<file path="config.mk">
export PLATFORM = sky130hd
export DESIGN_NAME = autosa_apb2csb_mc
export DESIGN_NICKNAME = d
export VERILOG_FILES = /design/src/rtl/autosa_csb_pkg.sv /design/src/rtl/autosa_csb_timeout.sv /design/src/rtl/autosa_apb2csb_mc.sv
export SDC_FILE = /design/constraint.sdc
export NUM_CORES = 1
export LEC_CHECK = 0
export BUFFER_PORTS_ARGS = -buffer_cell sky130_fd_sc_hd__buf_2
export CAP_MARGIN = 20
export CORE_MARGIN = 2
export CORE_UTILIZATION = 40
export CTS_BUF_LIST = sky130_fd_sc_hd__clkbuf_8 sky130_fd_sc_hd__clkbuf_16
export DETAILED_ROUTE_END_ITERATION = 7
export PLACE_DENSITY = 0.69
export SLEW_MARGIN = 15
export SYNTH_ARGS = -nofsm -noshare
export SYNTH_HDL_FRONTEND = slang
export SYNTH_HIERARCHICAL = 1
export SYNTH_SLANG_ARGS = --single-unit
</file>
<file path="constraint.sdc">
create_clock -name core_clk -period 2.7 [get_ports core_clk]
set_clock_uncertainty 0.15 [all_clocks]
set_input_delay 0.54 -clock core_clk [delete_from_list [all_inputs] [get_ports core_clk]]
set_output_delay 0.54 -clock core_clk [all_outputs]
set_load 0.005 [all_outputs]
</file>
<file path="src/rtl/autosa_csb_pkg.sv">
// Shared types and helpers for the multi-channel APB-to-CSB bridge.
package autosa_csb_pkg;

    typedef enum logic [1:0] {
        IDLE = 2'd0,
        REQ  = 2'd1,
        WAIT = 2'd2,
        DONE = 2'd3
    } csb_state_e;

    localparam logic [31:0] ERR_RDATA = 32'h0;

    // A single-channel build still needs a 1-bit select field.
    function automatic int ch_width(input int nch);
        if (nch <= 1) begin
            return 1;
        end
        return $clog2(nch);
    endfunction

endpackage

</file>
<file path="src/rtl/autosa_csb_timeout.sv">
// Per-access timeout counter: saturates at TIMEOUT and flags expiry; never expires when TIMEOUT=0.
module autosa_csb_timeout #(
    parameter int TIMEOUT = 255
) (
    input  logic clk,
    input  logic rst_n,
    input  logic clr,
    input  logic en,
    output logic expired
);

    localparam int CW = (TIMEOUT > 0) ? $clog2(TIMEOUT + 1) : 1;
    localparam logic [CW-1:0] LIMIT = CW'(TIMEOUT);

    logic [CW-1:0] cnt_q, cnt_d;

    always_comb begin
        cnt_d = cnt_q;
        if (clr) begin
            cnt_d = '0;
        end else if (en && (cnt_q != LIMIT)) begin
            cnt_d = cnt_q + CW'(1);
        end
    end

    always_ff @(posedge clk or negedge rst_n) begin
        if (!rst_n) begin
            cnt_q <= '0;
        end else begin
            cnt_q <= cnt_d;
        end
    end

    assign expired = (TIMEOUT != 0) && (cnt_q == LIMIT);

endmodule

</file>
<file path="src/rtl/autosa_apb2csb_mc.sv">
// APB3 slave that forwards each access to one of NCH CSB targets and returns
// the read data / write completion, with a per-access timeout reported as PSLVERR.
module autosa_apb2csb_mc
    import autosa_csb_pkg::*;
#(
    parameter int APB_AW     = 32,
    parameter int DW         = 32,
    parameter int CSB_AW     = 16,
    parameter int NCH        = 2,
    parameter int CH_SEL_LSB = 18,
    parameter int WR_NPOSTED = 1,
    parameter int TIMEOUT    = 255
) (
    input  logic              core_clk,
    input  logic              rstn,
    input  logic              psel,
    input  logic              penable,
    input  logic              pwrite,
    input  logic [APB_AW-1:0] paddr,
    input  logic [DW-1:0]     pwdata,
    output logic [DW-1:0]     prdata,
    output logic              pready,
    output logic              pslverr,
    output logic [NCH-1:0]    csb2autosa_valid,
    input  logic [NCH-1:0]    csb2autosa_ready,
    output logic [CSB_AW-1:0] csb2autosa_addr,
    output logic [DW-1:0]     csb2autosa_wdat,
    output logic              csb2autosa_write,
    output logic              csb2autosa_nposted,
    input  logic [NCH-1:0]    autosa2csb_valid,
    input  logic [NCH*DW-1:0] autosa2csb_data,
    input  logic [NCH-1:0]    autosa2csb_wr_complete
);

    localparam int CHW     = ch_width(NCH);
    localparam bit NPOSTED = (WR_NPOSTED != 0);

    csb_state_e        state_q, state_d;
    logic [CHW-1:0]    ch_q, ch_d;
    logic [CSB_AW-1:0] addr_q, addr_d;
    logic [DW-1:0]     wdat_q, wdat_d;
    logic              write_q, write_d;
    logic              nposted_q, nposted_d;
    logic [NCH-1:0]    valid_q, valid_d;
    logic [DW-1:0]     prdata_q, prdata_d;
    logic              pready_q, pready_d;
    logic              pslverr_q, pslverr_d;

    logic              tmo_clr, tmo_en, tmo_expired;
    logic [CHW-1:0]    sel_ch;
    logic              sel_bad;
    logic              ch_ready, rsp_valid, rsp_wr_done;
    logic [DW-1:0]     rsp_data;
    logic              unused_paddr;

    assign sel_ch       = paddr[CH_SEL_LSB +: CHW];
    assign sel_bad      = (int'(sel_ch) >= NCH);
    assign unused_paddr = ^paddr;

    // Only the latched channel's handshake and response lines are looked at.
    always_comb begin
        ch_ready    = 1'b0;
        rsp_valid   = 1'b0;
        rsp_wr_done = 1'b0;
        rsp_data    = '0;
        for (int c = 0; c < NCH; c++) begin
            if (ch_q == CHW'(c)) begin
                ch_ready    = csb2autosa_ready[c];
                rsp_valid   = autosa2csb_valid[c];
                rsp_wr_done = autosa2csb_wr_complete[c];
                rsp_data    = autosa2csb_data[c*DW +: DW];
            end
        end
    end

    autosa_csb_timeout #(.TIMEOUT(TIMEOUT)) u_timeout (
        .clk     (core_clk),
        .rst_n   (rstn),
        .clr     (tmo_clr),
        .en      (tmo_en),
        .expired (tmo_expired)
    );

    // Handshakes and responses are tested before expiry so a same-cycle response wins.
    always_comb begin
        state_d   = state_q;
        ch_d      = ch_q;
        addr_d    = addr_q;
        wdat_d    = wdat_q;
        write_d   = write_q;
        prdata_d  = prdata_q;
        pslverr_d = 1'b0;
        tmo_clr   = 1'b0;
        tmo_en    = 1'b0;
        case (state_q)
            IDLE: begin
                if (psel && penable && !pready_q) begin
                    ch_d    = sel_ch;
                    addr_d  = paddr[CSB_AW+1:2];
                    wdat_d  = pwdata;
                    write_d = pwrite;
                    if (sel_bad) begin
                        state_d   = DONE;
                        pslverr_d = 1'b1;
                        prdata_d  = DW'(ERR_RDATA);
                    end else begin
                        state_d = REQ;
                        tmo_clr = 1'b1;
                    end
                end
            end
            REQ: begin
                tmo_en = 1'b1;
                if (ch_ready) begin
                    state_d = (write_q && !NPOSTED) ? DONE : WAIT;
                end else if (tmo_expired) begin
                    state_d   = DONE;
                    pslverr_d = 1'b1;
                    prdata_d  = DW'(ERR_RDATA);
                end
            end
            WAIT: begin
                tmo_en = 1'b1;
                if (write_q ? rsp_wr_done : rsp_valid) begin
                    state_d = DONE;
                    if (!write_q) begin
                        prdata_d = rsp_data;
                    end
                end else if (tmo_expired) begin
                    state_d   = DONE;
                    pslverr_d = 1'b1;
                    prdata_d  = DW'(ERR_RDATA);
                end
            end
            DONE: begin
                state_d = IDLE;
            end
            default: begin
                state_d = IDLE;
            end
        endcase

        pready_d  = (state_d == DONE);
        nposted_d = write_d & NPOSTED;
        valid_d   = '0;
        if (state_d == REQ) begin
            for (int c = 0; c < NCH; c++) begin
                valid_d[c] = (ch_d == CHW'(c));
            end
        end
    end

    always_ff @(posedge core_clk or negedge rstn) begin
        if (!rstn) begin
            state_q   <= IDLE;
            ch_q      <= '0;
            addr_q    <= '0;
            wdat_q    <= '0;
            write_q   <= 1'b0;
            nposted_q <= 1'b0;
            valid_q   <= '0;
            prdata_q  <= '0;
            pready_q  <= 1'b0;
            pslverr_q <= 1'b0;
        end else begin
            state_q   <= state_d;
            ch_q      <= ch_d;
            addr_q    <= addr_d;
            wdat_q    <= wdat_d;
            write_q   <= write_d;
            nposted_q <= nposted_d;
            valid_q   <= valid_d;
            prdata_q  <= prdata_d;
            pready_q  <= pready_d;
            pslverr_q <= pslverr_d;
        end
    end

    assign prdata             = prdata_q;
    assign pready             = pready_q;
    assign pslverr            = pslverr_q;
    assign csb2autosa_valid   = valid_q;
    assign csb2autosa_addr    = addr_q;
    assign csb2autosa_wdat    = wdat_q;
    assign csb2autosa_write   = write_q;
    assign csb2autosa_nposted = nposted_q;

endmodule

</file>
==> impl_metrics.tcl, run 1 <==
set metrics [dict create \
    clock_sinks 96 \
    dp_slack_ns 0.215 \
    finalWirelength_um 10300 \
    startpoint_type "register" \
    fin_util_pct 55.3 \
    power_density_mw_per_mm2 1120 \
    nNetsFinal 694 \
    rsz0062_at_grt "no" \
    leakage_nw 3.06 \
    grt_usage_pct 17.0 \
    detail-route-antenna-nets 0 \
    ys.flop_type "dfrtp_1" \
    swShare_pct 33.8 \
    internal_power_w 0.00448 \
    insertion_delay_ns 0.34 \
    area_delta_synth_final_pct 33.8 \
    setup_ws_ns 0.208 \
    fp.coreArea_mm2 0.0109 \
    die-width_um 110 \
    p_sw_w 0.00228 \
    cts_resized 0 \
    setup_viol 0 \
    final_common_cell "buf_2" \
    via_per_inst 4.84 \
    worst-setup-path-type "register to register" \
    crit_fanout 20 \
    syn-cell-area_mm2 0.00452 \
    crit_path_top_delay_cell "dfrtp_1" \
    fillers 961 \
    setup_tns_ns 0 \
    cp.arrival_ns 2.56 \
    combPwrFrac_pct 42.4 \
    hold_class "input pin to asynchronous set/reset pin" \
    fmaxAchievable_ghz 0.401 \
    die_area_mm2 0.0122 \
    status "finished, final reports clean" \
    syn-mean-instance-area_um2 13.3 \
    antenna_cells 0 \
    peakVddDrop_v 0.000595 \
    grtUsageMet3_pct 3.29 \
    start_util_pct 41.3 \
    slew_headroom_pct 65.9 \
    fin_area_mm2 0.00604 \
    num_vias 3357 \
    dpl_cell_area_mm2 0.00572 \
    place.gp.congestion 0.817 \
    crit_path_end_kind "register" \
    path_cells "ha_1 > and4_4 > and2_2 > nand3b_1 > a2111oi_4 > buf_4 > o22ai_1" \
    dp_hpwl_um 7820 \
    period_share_pct 92.3 \
    h-tree-depth 3 \
    path_buf_inv 1 \
    tightest_slew_ns 0.511 \
    cts_buffer_depth 2 \
    fp.dieH_um 110 \
    period_needed_ns 2.49 \
    grt_pass1_vias 3396 \
    clockRootBuffer "clkbuf_16" \
    syn_nets 485 \
    synthArstFlopShare_pct 100 \
    required_ns 2.76 \
    hold_buffers 0 \
    antenna_found_initial 0 \
    dr.pass1.iters 4 \
    postSynthCellCount 340 \
    cpPeakStageDelay_ns 0.40 \
    yosys_warnings 6 \
    pin_count 225 \
    post_route_cells_drive_above_1_share_pct 50.4 \
    finalHoldViolations 0 \
    multi_input_area_mm2 0.00186 \
    ys_ff_latch 96 \
    portBuffers 209 \
    p_clk_share_pct 20.5 \
    grt_use_met1_pct 19.0 \
    maxCapViolCount 0 \
    grt_overflow_total 0 \
    cts_setup_buffers 0 \
    pwr-share-seq_pct 37.1 \
    detail_route.drc_violations 0 \
    ys_seq_area_share_pct 53.2 \
    regArea_mm2 0.00240 \
    cp_top_family "simple AND/OR/NAND/NOR gates" \
    synth_edf_count 0 \
    cts_tree "done" \
    numCtsBuffers 9 \
    grt_max_degree 60 \
    holdWs_ns 0.0131 \
    synth.distinct_cells 45 \
    grt-busiest-layer "met2" \
    first_iter_violations 102 \
    final_cell_mix "buf_2 (208), dfrtp_1 (95), mux2_1 (49), inv_1 (36), mux2i_1 (34)" \
    rows 38 \
    final_max_slew_viol_count 0 \
    gr-usage-met2_pct 30.0 \
    path_clk_slew_ns 0.07 \
    grt_pass1_wl_um 15700 \
    wl_per_cell_um 14.8 \
]
[cells by family (layout without fill, tap and decap cells)]
logic type / count (synthesis) / after routing / synth area share [%]
flops: 96 / 96 / 53.2
compound gates: 54 / 54 / 12.5
buf+inv: 56 / 270 / 5.74
simple gates: 40 / 40 / 5.35
fa+ha+maj: 6 / 6 / 1.66
mux: 88 / 88 / 21.6
[per-layer routing]
metal  part of all wire, %  up-vias
met1                    39     1605
met3                   5.4       28
met2                    52      104
met4                   3.4        0
met5                     0        -
li1                      -     1620
[final timing paths]
check / from / to / slack [ns] / cells after the start
max in group asynchronous: rstn / ch_q$_DFF_PN0_ / 1.70 / 2
worst min register to register: csb2autosa_addr[6]$_DFFE_PN0P_ / csb2autosa_addr[6]$_DFFE_PN0P_ / 0.33 / 1
worst max-delay path: u_timeout/cnt_q[0]$_DFFE_PN0P_ / prdata[31]$_DFFE_PN0P_ / 0.21 / 7
min in group core_clk: paddr[8] / csb2autosa_addr[6]$_DFFE_PN0P_ / 0.25 / 2
worst max register to register: u_timeout/cnt_q[0]$_DFFE_PN0P_ / prdata[31]$_DFFE_PN0P_ / 0.21 / 7
worst min-delay path: rstn / csb2autosa_addr[6]$_DFFE_PN0P_ / 0.01 / 1
[sequential cells by signal, summed over array words and instances, names as in the netlist]
name and flops:
csb2autosa_nposted 1, csb2autosa_wdat 32, pslverr 1, csb2autosa_addr 16, u_timeout/cnt_q 8, state_q 2
prdata 32, ch_q 1, pready 1, csb2autosa_valid 2
[cell type report]
type / instances / share of cell area (%)
Tap cell: 140 / 2.90
Clock buffer: 9 / 3.73
Inverter: 38 / 2.36
Sequential cell: 96 / 39.8
Clock inverter: 7 / 1.66
Timing Repair Buffer: 216 / 18.8
Multi-Input combinational cell: 188 / 30.7
[cells in the mapped netlist, types with 2 or more instances]
cell type,instances,area [um^2]
a31oi_1,2,12.5
nor3b_1,4,30.0
ha_1,6,75.1
nand3_1,4,20.0
o22ai_1,2,12.5
buf_2,3,15.0
buf_4,4,30.0
nand2b_1,3,18.8
o22ai_2,30,375
nor3_1,4,20.0
dfrtp_1,96,2400
nand4_1,2,12.5
mux2_2,2,22.5
clkbuf_1,4,15.0
inv_1,36,135
a21oi_1,5,25.0
buf_1,3,11.3
inv_2,2,7.51
buf_6,4,45.0
a211oi_1,5,37.5
mux2i_1,34,340
o21ai_1,2,10.0
nor2_1,3,11.3
nand2_1,7,26.3
o21bai_1,2,15.0
mux2_1,49,552
nor2b_1,4,25.0
[power by group through the flow]
stage,Combinational [W],Sequential (W),Clock (W)
finish,0.00287,0.00251,0.00139
global route,0.00315,0.00261,0.00149
CTS,0.00292,0.00252,0.00143
detailed placement,0.00291,0.00254,0
global placement,0.00282,0.00250,0
floorplan,0.00180,0.00257,0
[through the flow]
step | total power (W) | cells
2_1_floorplan | 0.00437 | 340
6_report | 0.00676 | 694
3_5_place_dp | 0.00545 | 678
4_1_cts | 0.00687 | 694
3_3_place_gp | 0.00532 | 678
5_1_grt | 0.00726 | 694
Note: power is estimated with default switching activity, not from simulation.
==> run 2, diff against run 1 <==
--- a/config.mk
+++ b/config.mk
@@ -5,13 +5,13 @@
 export SDC_FILE = /design/constraint.sdc
 export NUM_CORES = 1
 export LEC_CHECK = 0
-export BUFFER_PORTS_ARGS = -buffer_cell sky130_fd_sc_hd__buf_2
 export CAP_MARGIN = 20
 export CORE_MARGIN = 2
 export CORE_UTILIZATION = 40
 export CTS_BUF_LIST = sky130_fd_sc_hd__clkbuf_8 sky130_fd_sc_hd__clkbuf_16
 export DETAILED_ROUTE_END_ITERATION = 7
-export PLACE_DENSITY = 0.69
+export DONT_BUFFER_PORTS = 1
+export PLACE_DENSITY = 0.52
 export SLEW_MARGIN = 15
 export SYNTH_ARGS = -nofsm -noshare
 export SYNTH_HDL_FRONTEND = slang
==> constraint.sdc (replaced) <==
create_clock -name core_clk -period 2.7 [get_ports core_clk]
set_clock_uncertainty 0.15 [all_clocks]
set_input_delay 0.27 -clock core_clk [delete_from_list [all_inputs] [get_ports core_clk]]
set_output_delay 0.27 -clock core_clk [all_outputs]
set_load 0.005 [all_outputs]
==> impl_metrics.tcl, run 2 <==
set metrics [dict create \
    place.gp.congestion 0.736 \
    numCtsBuffers 9 \
    status "stopped before the end" \
    cts_setup_buffers 0 \
    synth_edf_count 0 \
    clock_sinks 96 \
    synthMostInstantiatedCell "dfrtp_1" \
    synth_area_leaders "dfrtp_1 (53%), mux2_1 (12%), o22ai_2 (8.3%)" \
    die-width_um 110 \
    synth_area_leader_cell "dfrtp_1" \
    pin_count 225 \
    syn_nets 485 \
    ys.flop_type "dfrtp_1" \
    dp_hpwl_um 6600 \
    synth_top_area_share_pct 53.2 \
    clockRootBuffer "clkbuf_16" \
    start_util_pct 41.3 \
    syn-cell-area_mm2 0.00452 \
    cts_resized 0 \
    cts_buffer_depth 2 \
    ys_seq_area_share_pct 53.2 \
    syn-mean-instance-area_um2 13.3 \
    portBuffers 0 \
    tool.error "[ERROR RSZ-0060] Max buffer count reached." \
    synthArstFlopShare_pct 100 \
    synth_common_cells "dfrtp_1 (96), mux2_1 (49), inv_1 (36)" \
    haltStage "clock tree synthesis" \
    yosys_warnings 6 \
    synth.distinct_cells 45 \
    h-tree-depth 3 \
    ys_ff_latch 96 \
    postSynthCellCount 340 \
    hold_buffers 102 \
    fp.dieH_um 110 \
    rows 38 \
]
-- run 2: cell counts after synthesis --
No cell type changed its count.
-- run 2: stage by stage --
step	setup slack (ns)	cell area [um^2]	instances	utilization, %	hold WS [ns]
floorplan	0.491	4520	340	-	-0.176
global placement	0.276	4650	466	42.5	-0.173
detailed placement	0.296	4650	466	42.5	-0.172
-- run 2: logic make-up after synthesis --
family	synth area share, %
buf+inv	5.74
compound gates	12.5
fa+ha+maj	1.66
mux	21.6
simple gates	5.35
flops	53.2
==> run 3, diff against run 2 <==
--- a/config.mk
+++ b/config.mk
@@ -7,11 +7,10 @@
 export LEC_CHECK = 0
 export CAP_MARGIN = 20
 export CORE_MARGIN = 2
-export CORE_UTILIZATION = 40
-export CTS_BUF_LIST = sky130_fd_sc_hd__clkbuf_8 sky130_fd_sc_hd__clkbuf_16
+export CORE_UTILIZATION = 25
 export DETAILED_ROUTE_END_ITERATION = 7
 export DONT_BUFFER_PORTS = 1
-export PLACE_DENSITY = 0.52
+export PLACE_DENSITY_LB_ADDON = 0.15
 export SLEW_MARGIN = 15
 export SYNTH_ARGS = -nofsm -noshare
 export SYNTH_HDL_FRONTEND = slang
==> impl_metrics.tcl, run 3 <==
set metrics [dict create \
    syn-cell-area_mm2 0.00452 \
    haltStage "clock tree synthesis" \
    synth_edf_count 0 \
    synthMostInstantiatedCell "dfrtp_1" \
    ys_ff_latch 96 \
    postSynthCellCount 340 \
    synth_common_cells "dfrtp_1 (96), mux2_1 (49), inv_1 (36)" \
    fp.dieH_um 138 \
    pin_count 225 \
    synthArstFlopShare_pct 100 \
    dp_hpwl_um 7080 \
    synth_area_leader_cell "dfrtp_1" \
    synth.distinct_cells 45 \
    start_util_pct 25.3 \
    ys_seq_area_share_pct 53.2 \
    syn-mean-instance-area_um2 13.3 \
    clockRootBuffer "clkbuf_16" \
    place.gp.congestion 0.735 \
    cts_setup_buffers 0 \
    yosys_warnings 6 \
    ys.flop_type "dfrtp_1" \
    syn_nets 485 \
    status "stopped before the end" \
    post-place-cells 557 \
    tool.error "[ERROR RSZ-0060] Max buffer count reached." \
    synth_top_area_share_pct 53.2 \
    synth_area_leaders "dfrtp_1 (53%), mux2_1 (12%), o22ai_2 (8.3%)" \
    h-tree-depth 3 \
    numCtsBuffers 9 \
    cts_resized 0 \
    clock_sinks 96 \
    die-width_um 138 \
    rows 49 \
    portBuffers 0 \
    hold_buffers 116 \
    cts_buffer_depth 2 \
    dp_slack_ns 0.233 \
]
[run 3: logic make-up after synthesis]
group,Yosys count,share of synthesized area (%)
compound gates,54,12.5
fa+ha+maj,6,1.66
buf+inv,56,5.74
flops,96,53.2
mux,88,21.6
simple gates,40,5.35
[run 3: metrics by stage]
stage          area (um^2)  hold slack, ns
2_1_floorplan         4520          -0.176
3_3_place_gp          4760          -0.174
3_5_place_dp          4760          -0.173
